--- src/rtl/aes_job_scheduler.sv ---
`default_nettype none
// ============================================================================
// aes_job_scheduler : round-robin front end issuing one job at a time to a
// single AES core, returning tagged ciphertext via a one-entry response buffer
// Revision 1.0
// ============================================================================
module aes_job_scheduler #(
   parameter int NREQ    = 4,
   parameter int TIMEOUT = 255
) (
   input  logic                      clk,
   input  logic                      reset,
   input  logic [NREQ-1:0]           req_valid,
   output logic [NREQ-1:0]           req_ready,
   input  logic [NREQ*128-1:0]       req_plaintext,
   input  logic [NREQ*3-1:0]         req_key_len,
   output logic                      core_start,
   output logic [127:0]              core_plaintext,
   output logic [2:0]                core_key_len,
   output logic [$clog2(NREQ)-1:0]   core_key_slot,
   output logic                      core_reset,
   input  logic                      core_ready,
   input  logic [127:0]              core_ciphertext,
   output logic                      resp_valid,
   input  logic                      resp_ready,
   output logic [$clog2(NREQ)-1:0]   resp_id,
   output logic [127:0]              resp_data,
   output logic                      resp_err,
   output logic                      busy
);

   localparam int IDW  = $clog2(NREQ);
   localparam int CNTW = $clog2(TIMEOUT + 1);
   localparam logic [CNTW-1:0] CNT_LAST = CNTW'(TIMEOUT - 1);

   localparam logic [1:0] S_IDLE  = 2'd0;
   localparam logic [1:0] S_ISSUE = 2'd1;
   localparam logic [1:0] S_WAIT  = 2'd2;
   localparam logic [1:0] S_RESP  = 2'd3;

   logic [1:0]      state;
   logic [1:0]      next_state;
   logic [IDW-1:0]  rr_ptr;
   logic [IDW-1:0]  winner;
   logic [IDW-1:0]  scan_idx;
   logic            any_req;
   logic [CNTW-1:0] wait_cnt;
   logic            accept;
   logic            key_len_bad;
   logic            complete;
   logic            abort;

   logic [127:0] pt_arr [NREQ];
   logic [2:0]   kl_arr [NREQ];

   genvar gi;
   generate
      for (gi = 0; gi < NREQ; gi++) begin : g_unpack
         assign pt_arr[gi] = req_plaintext[gi*128 +: 128];
         assign kl_arr[gi] = req_key_len[gi*3 +: 3];
      end
   endgenerate

   // Scan from the slot after the last winner; NREQ is a power of two so
   // the ID arithmetic wraps naturally.
   always_comb begin
      winner   = '0;
      any_req  = 1'b0;
      scan_idx = '0;
      for (int k = 1; k <= NREQ; k++) begin
         scan_idx = rr_ptr + IDW'(k);
         if (!any_req && req_valid[scan_idx]) begin
            winner  = scan_idx;
            any_req = 1'b1;
         end
      end
   end

   assign key_len_bad = (kl_arr[winner] == 3'b000);
   assign accept      = (state == S_IDLE) && any_req;
   assign complete    = (state == S_WAIT) && core_ready;
   // Completion takes priority over a timeout in the same cycle.
   assign abort       = (state == S_WAIT) && !core_ready && (wait_cnt == CNT_LAST);

   always_ff @(posedge clk) begin
      if (reset) begin
         state <= S_IDLE;
      end else begin
         state <= next_state;
      end
   end

   always_comb begin
      next_state = state;
      case (state)
         S_IDLE: begin
            if (any_req) begin
               next_state = key_len_bad ? S_RESP : S_ISSUE;
            end
         end
         S_ISSUE: next_state = S_WAIT;
         S_WAIT: begin
            if (complete || abort) begin
               next_state = S_RESP;
            end
         end
         S_RESP: begin
            if (resp_ready) begin
               next_state = S_IDLE;
            end
         end
         default: next_state = S_IDLE;
      endcase
   end

   always_comb begin
      req_ready  = '0;
      core_start = 1'b0;
      resp_valid = 1'b0;
      busy       = 1'b1;
      case (state)
         S_IDLE: begin
            busy = 1'b0;
            if (accept) begin
               req_ready[winner] = 1'b1;
            end
         end
         S_ISSUE: core_start = 1'b1;
         S_RESP:  resp_valid = 1'b1;
         default: ;
      endcase
   end

   always_ff @(posedge clk) begin
      if (reset) begin
         rr_ptr         <= IDW'(NREQ - 1);
         core_plaintext <= '0;
         core_key_len   <= '0;
         core_key_slot  <= '0;
         core_reset     <= 1'b1;
         resp_id        <= '0;
         resp_data      <= '0;
         resp_err       <= 1'b0;
         wait_cnt       <= '0;
      end else begin
         core_reset <= abort;

         if (accept) begin
            rr_ptr         <= winner;
            core_plaintext <= pt_arr[winner];
            core_key_len   <= kl_arr[winner];
            core_key_slot  <= winner;
            resp_id        <= winner;
            if (key_len_bad) begin
               resp_err  <= 1'b1;
               resp_data <= '0;
            end
         end

         if (state == S_ISSUE) begin
            wait_cnt <= '0;
         end else if (state == S_WAIT) begin
            wait_cnt <= wait_cnt + CNTW'(1);
         end

         if (complete) begin
            resp_data <= core_ciphertext;
            resp_err  <= 1'b0;
         end else if (abort) begin
            resp_data <= '0;
            resp_err  <= 1'b1;
         end
      end
   end

endmodule
`default_nettype wire

--- config.mk ---
export PLATFORM = sky130hd
export DESIGN_NAME = aes_job_scheduler
export DESIGN_NICKNAME = d
export VERILOG_FILES = /design/src/rtl/aes_job_scheduler.sv
export SDC_FILE = /design/constraint.sdc
export NUM_CORES = 1
export LEC_CHECK = 0
export BUFFER_PORTS_ARGS = -buffer_cell sky130_fd_sc_hd__buf_4
export CORE_AREA = 2 2 358 360
export CTS_BUF_LIST = sky130_fd_sc_hd__clkbuf_8
export CTS_CLUSTER_DIAMETER = 60
export DETAILED_ROUTE_END_ITERATION = 10
export DIE_AREA = 0 0 360 362
export PLACE_DENSITY = 0.42
export SYNTH_ARGS = -nofsm -noshare
export SYNTH_HDL_FRONTEND = slang
export SYNTH_SLANG_ARGS = --single-unit
--- constraint.sdc ---
create_clock -name clk -period 2.5 [get_ports clk]
set_input_delay 0.5 -clock clk [delete_from_list [all_inputs] [get_ports clk]]
set_output_delay 0.5 -clock clk [all_outputs]
set_load 0.01 [all_outputs]
==> flow_metrics.tcl, run 1 <==
set metrics [dict create \
    drc 0 \
    relSlewSlack_pct 49.9 \
    path_buf_inv 3 \
    start_kind "register" \
    overflow 0 \
    worst_pin_slew_ns 0.751 \
    setup_violations 115 \
    initial_core_util_pct 10.2 \
    ys.flop_type "dfxtp_1" \
    antenna_found_initial 28 \
    run_status "finished with violations" \
    fillers 14400 \
    areaGrowthSynthToFinish_pct 97.6 \
    num_vias 17600 \
    postSynthAreaPerCell_um2 7.09 \
    cp-end-kind "primary output" \
    cts_made_buffers 59 \
    synth_enable_flop_cells 0 \
    synth_cells 1830 \
    peakVddDrop_v 0.000391 \
    p_total_w 0.0244 \
    period_share_pct 106 \
    synth_area_leaders "dfxtp_1 42%, nand2_1 19%, nand3_1 15%" \
    synth_common_cells "653 x nand2_1, 384 x nand3_1, 275 x dfxtp_1" \
    place.gp.congestion 0.862 \
    slowest_stage "dfxtp_4" \
    insertion_delay_ns 0.75 \
    dp_slack_ns -0.325 \
    final_max_slew_viol_count 0 \
    wire_per_inst_um 21.2 \
    path_clk_slew_ns 0.06 \
    setup_tns_ns -6.81 \
    synth_cell_type_count 37 \
    crit_required_ns 2.00 \
    fmax_mhz 378 \
    crit_family "buffers and inverters" \
    layout.nets 3578 \
    grtUsageTotal_pct 14.0 \
    firstDrtPassIters 5 \
    grt_first_pass_wirelength_um 132000 \
    syn_nets 2496 \
    yosysSeqAreaShare_pct 42.4 \
    fp.dieW_um 360 \
    ctsHtreeMaxLevel 2 \
    ant_nets 0 \
    coreArea_um2 127000 \
    min_period_ns 2.64 \
    cts_root_buf "clkbuf_8" \
    arrival_ns 2.14 \
    dieArea_um2 130000 \
    yosys.area.top_type "dfxtp_1" \
    hp-class "in -> reg" \
    dp_hpwl_um 77900 \
    grt_pass1_vias 17300 \
    rows 131 \
    fin_skew_ns 0.0711 \
    cpMostUsedCell "buf_6" \
    clockBufferDepth 3 \
    layout_setup_ws_ns -0.143 \
    ys_ff_latch 275 \
    critPathMaxStageDelay_ns 0.38 \
    netlist_area_um2 13000 \
    violations "negative setup slack" \
    cts.sinks 275 \
    grt_max_degree 80 \
    ios 932 \
    hold_viol 0 \
    cts_tree "done" \
    die_height_um 362 \
    synth_most_common_cell "nand2_1" \
    synth_warnings 0 \
    crit_chain "nand2b_4 > a21oi_4 > buf_6 > a211oi_4 > buf_4 > nor3_4 > buf_6" \
    maxCapViolCount 0 \
    drtIter0Drc 1101 \
    critPathMaxFanout 3 \
    rsz0062_at_grt "yes" \
    routed_wl_um 98100 \
    power.density_nw_per_um2 954 \
    leakage_nw 11.9 \
    place.port_buffers 931 \
    worstSetupPathType "reg -> out" \
    synthArstFlopShare_pct 0 \
    drive_gt1_share_pct 39.7 \
    avgViaCountPerCell 3.80 \
    synth_top_cell_area_share_pct 42.4 \
]
[registers in the layout, indices dropped and copies added, names as in the netlist]
signal,count
resp_err,1
resp_id,2
state,2
core_key_len,3
resp_data,128
core_reset,1
rr_ptr,2
core_plaintext,128
wait_cnt,8
[worst paths after layout]
| kind | startpoint | end | slack (ns) | depth (start not counted) |
|---|---|---|---|---|
| worst max-delay path | rr_ptr[0] | req_ready[3] | -0.14 | 7 |
| worst min-delay path | req_plaintext[438] | core_plaintext[54] | 0.15 | 5 |
| worst max register to register | rr_ptr[0] | resp_data[55] | -0.09 | 10 |
| worst min register to register | core_plaintext[60] | core_plaintext[60] | 0.45 | 2 |
[metal layers]
metal / up-vias / wire, um / GRT usage, % / share of wire [%]
li1: 8423 / - / - / -
met4: 18 / 3070 / 4.78 / 3.1
met2: 773 / 44600 / 22.3 / 45
met5: - / 123 / 0 / 0.13
met3: 154 / 7760 / 4.23 / 7.9
met1: 8204 / 42500 / 17.9 / 43
[final cells by class]
cell class | instances | area [um^2] | area share, %
Multi-Input combinational cell | 1385 | 6920 | 27.0
Timing Repair Buffer | 1185 | 9900 | 38.6
Antenna cell | 10 | 25.0 | 0.0976
Clock inverter | 26 | 208 | 0.810
Tap cell | 1662 | 2080 | 8.11
Inverter | 6 | 22.5 | 0.0878
Sequential cell | 275 | 5510 | 21.5
Clock buffer | 71 | 977 | 3.81
[repair_timing]
item                       CTS  global route
setup buffers                3             4
pin swaps                    5             1
setup endpoints to repair  128           170
gates resized for setup     27            30
cloned                       0             8
hold buffers               130             0
hold endpoints to repair   130             0
[metrics by stage]
stage | instances | utilization (%) | area, um^2 | hold slack (ns)
6_report | 4620 | 20.2 | 25600 | 0.149
5_1_grt | 4617 | 20.2 | 25600 | 0.0953
4_1_cts | 4599 | 19.9 | 25200 | 0.0356
3_5_place_dp | 4369 | 17.9 | 22600 | 0.447
3_3_place_gp | 4369 | 17.9 | 22600 | 0.445
2_1_floorplan | 1830 | - | 13000 | 0.471
[tightest hold or removal path, cell delays in order]
cell     delay [ns]
buf_4          0.11
nand2_1        0.04
nand3_1        0.06
nand3_1        0.08
a21oi_1        0.06
[layout by cell type, fill, tap and decap left out, types with 3 or more instances in the layout]
| cell | synthesis | routed |
|---|---|---|
| buf_6 | 13 | 11 |
| nor2_1 | 21 | 16 |
| a21oi_2 | 0 | 5 |
| a22o_1 | 128 | 128 |
| xor2_1 | 6 | 6 |
| nand4_1 | 5 | 5 |
| nor3_1 | 6 | 3 |
| buf_16 | 0 | 5 |
| a21oi_1 | 142 | 135 |
| a211oi_1 | 4 | 3 |
| dfxtp_1 | 275 | 273 |
| nor2_4 | 0 | 3 |
| ha_1 | 6 | 5 |
| buf_12 | 0 | 31 |
| buf_4 | 3 | 999 |
| inv_1 | 6 | 20 |
| dlygate4sd3_1 | 0 | 130 |
| nand2_1 | 653 | 650 |
| and3_1 | 3 | 3 |
| diode_2 | 0 | 10 |
| clkbuf_8 | 0 | 71 |
| clkbuf_16 | 0 | 8 |
| nand3_1 | 384 | 383 |
| clkinv_2 | 0 | 6 |
[power breakdown]
| part | switching [W] | total (W) | leakage, nW | internal, W |
|---|---|---|---|---|
| Clock | 0.00240 | 0.00518 | 0.668 | 0.00278 |
| Combinational | 0.00749 | 0.0130 | 8.96 | 0.00553 |
| Sequential | 0.000751 | 0.00625 | 2.25 | 0.00549 |
[kinds of logic (layout without fill, tap and decap cells)]
logic type / after synthesis / count (layout) / synth area share [%]
xor gates and xnor gates: 7 / 7 / 0.472
buffers and inverters: 170 / 1288 / 5.78
DFF: 275 / 275 / 42.4
and+or+nand+nor: 1084 / 1084 / 35.5
adders and majority gates: 6 / 6 / 0.579
other: 0 / 10 / 0
AOI/OAI and AO/OA: 288 / 288 / 15.2
Power figures use the tool's default switching activity.
==> run 2: changes to the inputs <==
Settings changed: CORE_AREA 2 2 358 360 to 2 2 361 363, DIE_AREA 0 0 360 362 to 0 0 363 365, PLACE_DENSITY 0.42 to 0.41.
Clock period 2.5 ns to 2.8 ns, I/O delays scaled along.
==> flow_metrics.tcl, run 2 (same netlist as run 1, synthesis figures left out) <==
set metrics [dict create \
    run_status "finished, final reports clean" \
    critPathMaxFanout 3 \
    switching_share_pct 43.3 \
    dp_slack_ns -0.109 \
    peakVddDrop_v 0.000469 \
    critPathMaxStageDelay_ns 0.34 \
    fin_skew_ns 0.0398 \
    period_share_pct 94.7 \
    setup_tns_ns 0 \
    dp_cells 4367 \
    drtIter0Drc 1022 \
    cp-end-kind "primary output" \
    grt_first_pass_wirelength_um 132000 \
    rows 132 \
    coreArea_um2 129000 \
    combPwrFrac_pct 51.6 \
    regArea_um2 5510 \
    clockBufferDepth 3 \
    wire_per_inst_um 21.5 \
    fmax_mhz 377 \
    leakage_nw 11.8 \
    multi_input_area_um2 6880 \
    cts_tree "done" \
    start_kind "register" \
    rsz0062_at_grt "yes" \
    firstDrtPassIters 5 \
    min_period_ns 2.65 \
    place.port_buffers 931 \
    setup_violations 0 \
    final_core_util_pct 19.8 \
    power.density_nw_per_um2 865 \
    p_sw_w 0.00954 \
    crit_required_ns 2.24 \
    slowest_stage "dfxtp_2" \
    layout.nets 3566 \
    power_frac_clock_pct 23.6 \
    avgViaCountPerCell 3.80 \
    overflow 0 \
    grtUsageTotal_pct 13.8 \
    fp.dieW_um 363 \
    drc 0 \
    ctsHtreeMaxLevel 2 \
    routed_wl_um 99700 \
    cpMostUsedCell "buf_4" \
    finalNonFillerCells 4639 \
    layout_setup_ws_ns 0.149 \
    fillers 14600 \
    cts_root_buf "clkbuf_8" \
    grt_max_degree 99 \
    dieArea_um2 132000 \
    path_clk_slew_ns 0.06 \
    initial_core_util_pct 10.1 \
    maxCapViolCount 0 \
    p_total_w 0.0221 \
    grt_pass1_vias 17400 \
    top_regs "core_plaintext x128, resp_data x128, wait_cnt x8" \
    cts.sinks 275 \
    power_frac_seq_pct 24.9 \
    final_max_slew_viol_count 0 \
    cts_made_buffers 60 \
    areaGrowthSynthToFinish_pct 96.5 \
    arrival_ns 2.09 \
    insertion_delay_ns 0.71 \
    die_height_um 365 \
    relSlewSlack_pct 46.5 \
    hp-class "in -> reg" \
    worst_pin_slew_ns 0.803 \
    crit_family "buffers and inverters" \
    final_common_cell "buf_4" \
    ant_nets 0 \
    drive_gt1_share_pct 39.4 \
    final_cell_mix "1006 x buf_4, 652 x nand2_1, 384 x nand3_1, 274 x dfxtp_1, 138 x a21oi_1" \
    hold_viol 0 \
    p_int_w 0.0125 \
    worstSetupPathType "reg -> out" \
    path_buf_inv 3 \
    num_vias 17600 \
    antenna_found_initial 37 \
    place.gp.congestion 0.895 \
    ios 932 \
    crit_chain "nand2b_4 > a21oi_2 > buf_4 > a211oi_2 > buf_4 > nor3_4 > buf_6" \
    dp_hpwl_um 76700 \
]
-- run 2: power groups by stage --
stage | logic (W) | registers, W | clock network [W]
floorplan | 0.00462 | 0.00589 | 0
global placement | 0.0108 | 0.00553 | 0
detailed placement | 0.0108 | 0.00554 | 0
CTS | 0.0113 | 0.00548 | 0.00543
global route | 0.0124 | 0.00559 | 0.00561
finish | 0.0114 | 0.00548 | 0.00520
-- run 2: repair_timing --
action / in CTS / in global routing
pin swaps: 7 / 9
endpoints found under the hold margin: 127 / 0
gates cloned: 2 / 7
gates resized for setup: 17 / 17
setup endpoints to repair: 4 / 135
hold buffers: 127 / 0
buffers inserted: 6 / 6
-- run 2: layout make-up --
type / instances / share of cell area (%)
timing repair buffer: 1171 / 37.5
multi-input combinational: 1386 / 27.0
sequential: 275 / 21.6
tap: 1675 / 8.22
clock buffer: 74 / 3.99
clock inverter: 37 / 1.43
antenna: 15 / 0.147
inverter: 6 / 0.0883
-- run 2: worst paths after layout --
path                 startpoint                 end  slack [ns]  depth (start not counted)
min reg2reg  core_plaintext[71]  core_plaintext[71]        0.45                          2
max reg2reg           rr_ptr[0]        resp_data[8]        0.21                         10
min          core_ciphertext[0]        resp_data[0]        0.10                          2
max                   rr_ptr[0]        req_ready[3]        0.15                          7
-- run 2: per-layer routing --
layer  track usage (%)  up-vias  wire length [um]
li1                  -     8423                 -
met1              17.1     8322             42400
met2              22.4      726             46600
met3              4.79      134              8170
met4              4.43       22              2320
met5                 0        -               144
-- run 2: metrics by stage --
step	cell area, um^2	hold slack, ns
global placement	22400	0.443
floorplan	13000	0.471
finish	25500	0.100
global route	25500	0.0237
CTS	25200	0.00117
detailed placement	22400	0.448
==> run 3: changes to the inputs <==
Settings changed: REMOVE_ABC_BUFFERS from default to 1.
==> flow_metrics.tcl, run 3 (same netlist as run 1, synthesis figures left out) <==
set metrics [dict create \
    die_height_um 365 \
    start_kind "register" \
    power.density_nw_per_um2 834 \
    worstHoldStart "core_ciphertext[111]" \
    cpMostUsedCell "buf_4" \
    cp-end-kind "primary output" \
    routed_wl_um 81200 \
    grt_max_degree 95 \
    ios 932 \
    layout.nets 3544 \
    hold_viol 0 \
    min_path_cells 2 \
    power_frac_clock_pct 22.7 \
    combPwrFrac_pct 51.0 \
    critPathMaxFanout 19 \
    arrival_ns 2.09 \
    relSlewSlack_pct 42.7 \
    r2r_start "rr_ptr[0]" \
    slowest_stage "dfxtp_2" \
    drive_gt1_share_pct 38.9 \
    use_met2_pct 18.3 \
    insertion_delay_ns 0.73 \
    startpoint "rr_ptr[0]" \
    p_int_w 0.0120 \
    drc 0 \
    cts_root_buf "clkbuf_8" \
    met3_usage_pct 3.19 \
    setup_tns_ns 0 \
    crit_chain "nor2b_4 > buf_4 > nor2_4 > a21o_4 > buf_16 > nor3_4 > buf_4" \
    switching_share_pct 42.7 \
    rsz0062_at_grt "yes" \
    peakVddDrop_v 0.000452 \
    fin_skew_ns 0.0629 \
    fp.dieW_um 363 \
    crit_required_ns 2.24 \
    fmax_mhz 378 \
    avgViaCountPerCell 3.72 \
    worst_pin_slew_ns 0.860 \
    rows 132 \
    period_share_pct 94.5 \
    place.port_buffers 931 \
    worstSetupPathType "reg -> out" \
    areaGrowthSynthToFinish_pct 93.2 \
    clockBufferDepth 3 \
    place.gp.congestion 0.850 \
    overflow 0 \
    maxCapViolCount 0 \
    wire_per_inst_um 17.6 \
    cts_made_buffers 60 \
    ctsHtreeMaxLevel 2 \
    dieArea_um2 132000 \
    grt_busiest_layer "met2" \
    use_met1_pct 14.1 \
    dp_cells 4365 \
    cts.sinks 275 \
    final_max_slew_viol_count 0 \
    power_frac_seq_pct 26.3 \
    hp-class "in -> reg" \
    leakage_nw 11.6 \
    grtUsageTotal_pct 11.4 \
    num_vias 17100 \
    min_period_ns 2.65 \
    dp_hpwl_um 63200 \
    critPathMaxStageDelay_ns 0.34 \
    reg2reg_depth 10 \
    grt_pass1_vias 17000 \
    grt_first_pass_wirelength_um 112000 \
    antenna_found_initial 9 \
    final_cell_mix "1000 x buf_4, 652 x nand2_1, 384 x nand3_1, 274 x dfxtp_1, 140 x a21oi_1" \
    firstDrtPassIters 5 \
    top_regs "core_plaintext x128, resp_data x128, wait_cnt x8" \
    reg2reg_to "resp_data[24]" \
    p_sw_w 0.00893 \
    drtIter0Drc 879 \
    finalNonFillerCells 4604 \
    ant_nets 0 \
    run_status "finished, final reports clean" \
    r2r_slack_ns 0.25 \
    cts_tree "done" \
    holdPathEnd "resp_data[111]" \
    coreArea_um2 129000 \
    final_common_cell "buf_4" \
    setup_violations 0 \
    initial_core_util_pct 10.1 \
    path_clk_slew_ns 0.06 \
]
## run 3: changes by cell type in the layout (fill, tap and decap cells not counted), sizes merged
cell / change
buf: -11
diode: -11
clkinv: -8
clkinvlp: +7
clkbuf: -5
dlygate4sd3: -5
bufinv: -3
inv: +3
bufbuf: -1
o41a: -1
## run 3: worst max-delay path: cells and delay by family (launching register included)
kind,cells,cell delay [ns]
buffers and inverters,3,0.43
and+or+nand+nor,3,0.35
DFF,1,0.34
AOI/OAI and AO/OA,1,0.22
## run 3: metal layers
layer	share of wire, %	vias up	wire length, um
met3	7.4	143	6000
met1	43	7961	34600
met4	3.8	10	3050
met5	0.081	-	66
met2	46	672	37500
li1	-	8351	-
## run 3: final cells by class
| class | instances | area (um^2) |
|---|---|---|
| Clock inverter | 36 | 283 |
| Antenna cell | 4 | 10.0 |
| Clock buffer | 73 | 1000 |
| Fill cell | 14700 | 104000 |
| Tap cell | 1675 | 2100 |
| Sequential cell | 275 | 5510 |
| Timing Repair Buffer | 1150 | 9290 |
| Inverter | 6 | 22.5 |
| Multi-Input combinational cell | 1385 | 6860 |
## run 3: repair_timing
item | in CTS | in global routing
gates resized for setup | 14 | 8
endpoints found under the hold margin | 122 | 0
hold buffers | 122 | 0
endpoints found under the setup margin | 4 | 4
setup buffers | 3 | 0
cloned | 1 | 0
pin swaps | 2 | 2
## run 3: worst max-delay path by stage
stage / endpoint / slack [ns] / cells past startpoint
after CTS: req_ready[2] / 0.004 / 8
after global placement: resp_data[102] / -0.08 / 9
after detailed placement: resp_data[10] / -0.05 / 9
final: req_ready[3] / 0.15 / 7
after global routing: req_ready[2] / -0.0007 / 8
after floorplan: resp_data[0] / -15.01 / 7
## run 3: stage by stage
stage                     hold WS, ns  utilization, %  power, W  setup slack (ns)  instance area [um^2]
after global routing           0.0177            19.5    0.0225         -0.000744                 25100
final                           0.107            19.5    0.0209             0.153                 25100
after CTS                    0.000213            19.5    0.0214           0.00446                 25000
after detailed placement        0.447            17.4    0.0161           -0.0524                 22400
after global placement          0.443            17.4    0.0161           -0.0817                 22400
after floorplan                 0.469               -   0.00990            -15.01                 12200
## run 3: power groups by stage
stage	sequential [W]	clock [W]	combinational [W]
final	0.00551	0.00475	0.0107
after global routing	0.00562	0.00518	0.0117
after CTS	0.00550	0.00501	0.0108
after detailed placement	0.00557	0	0.0105
after global placement	0.00554	0	0.0105
after floorplan	0.00567	0	0.00423
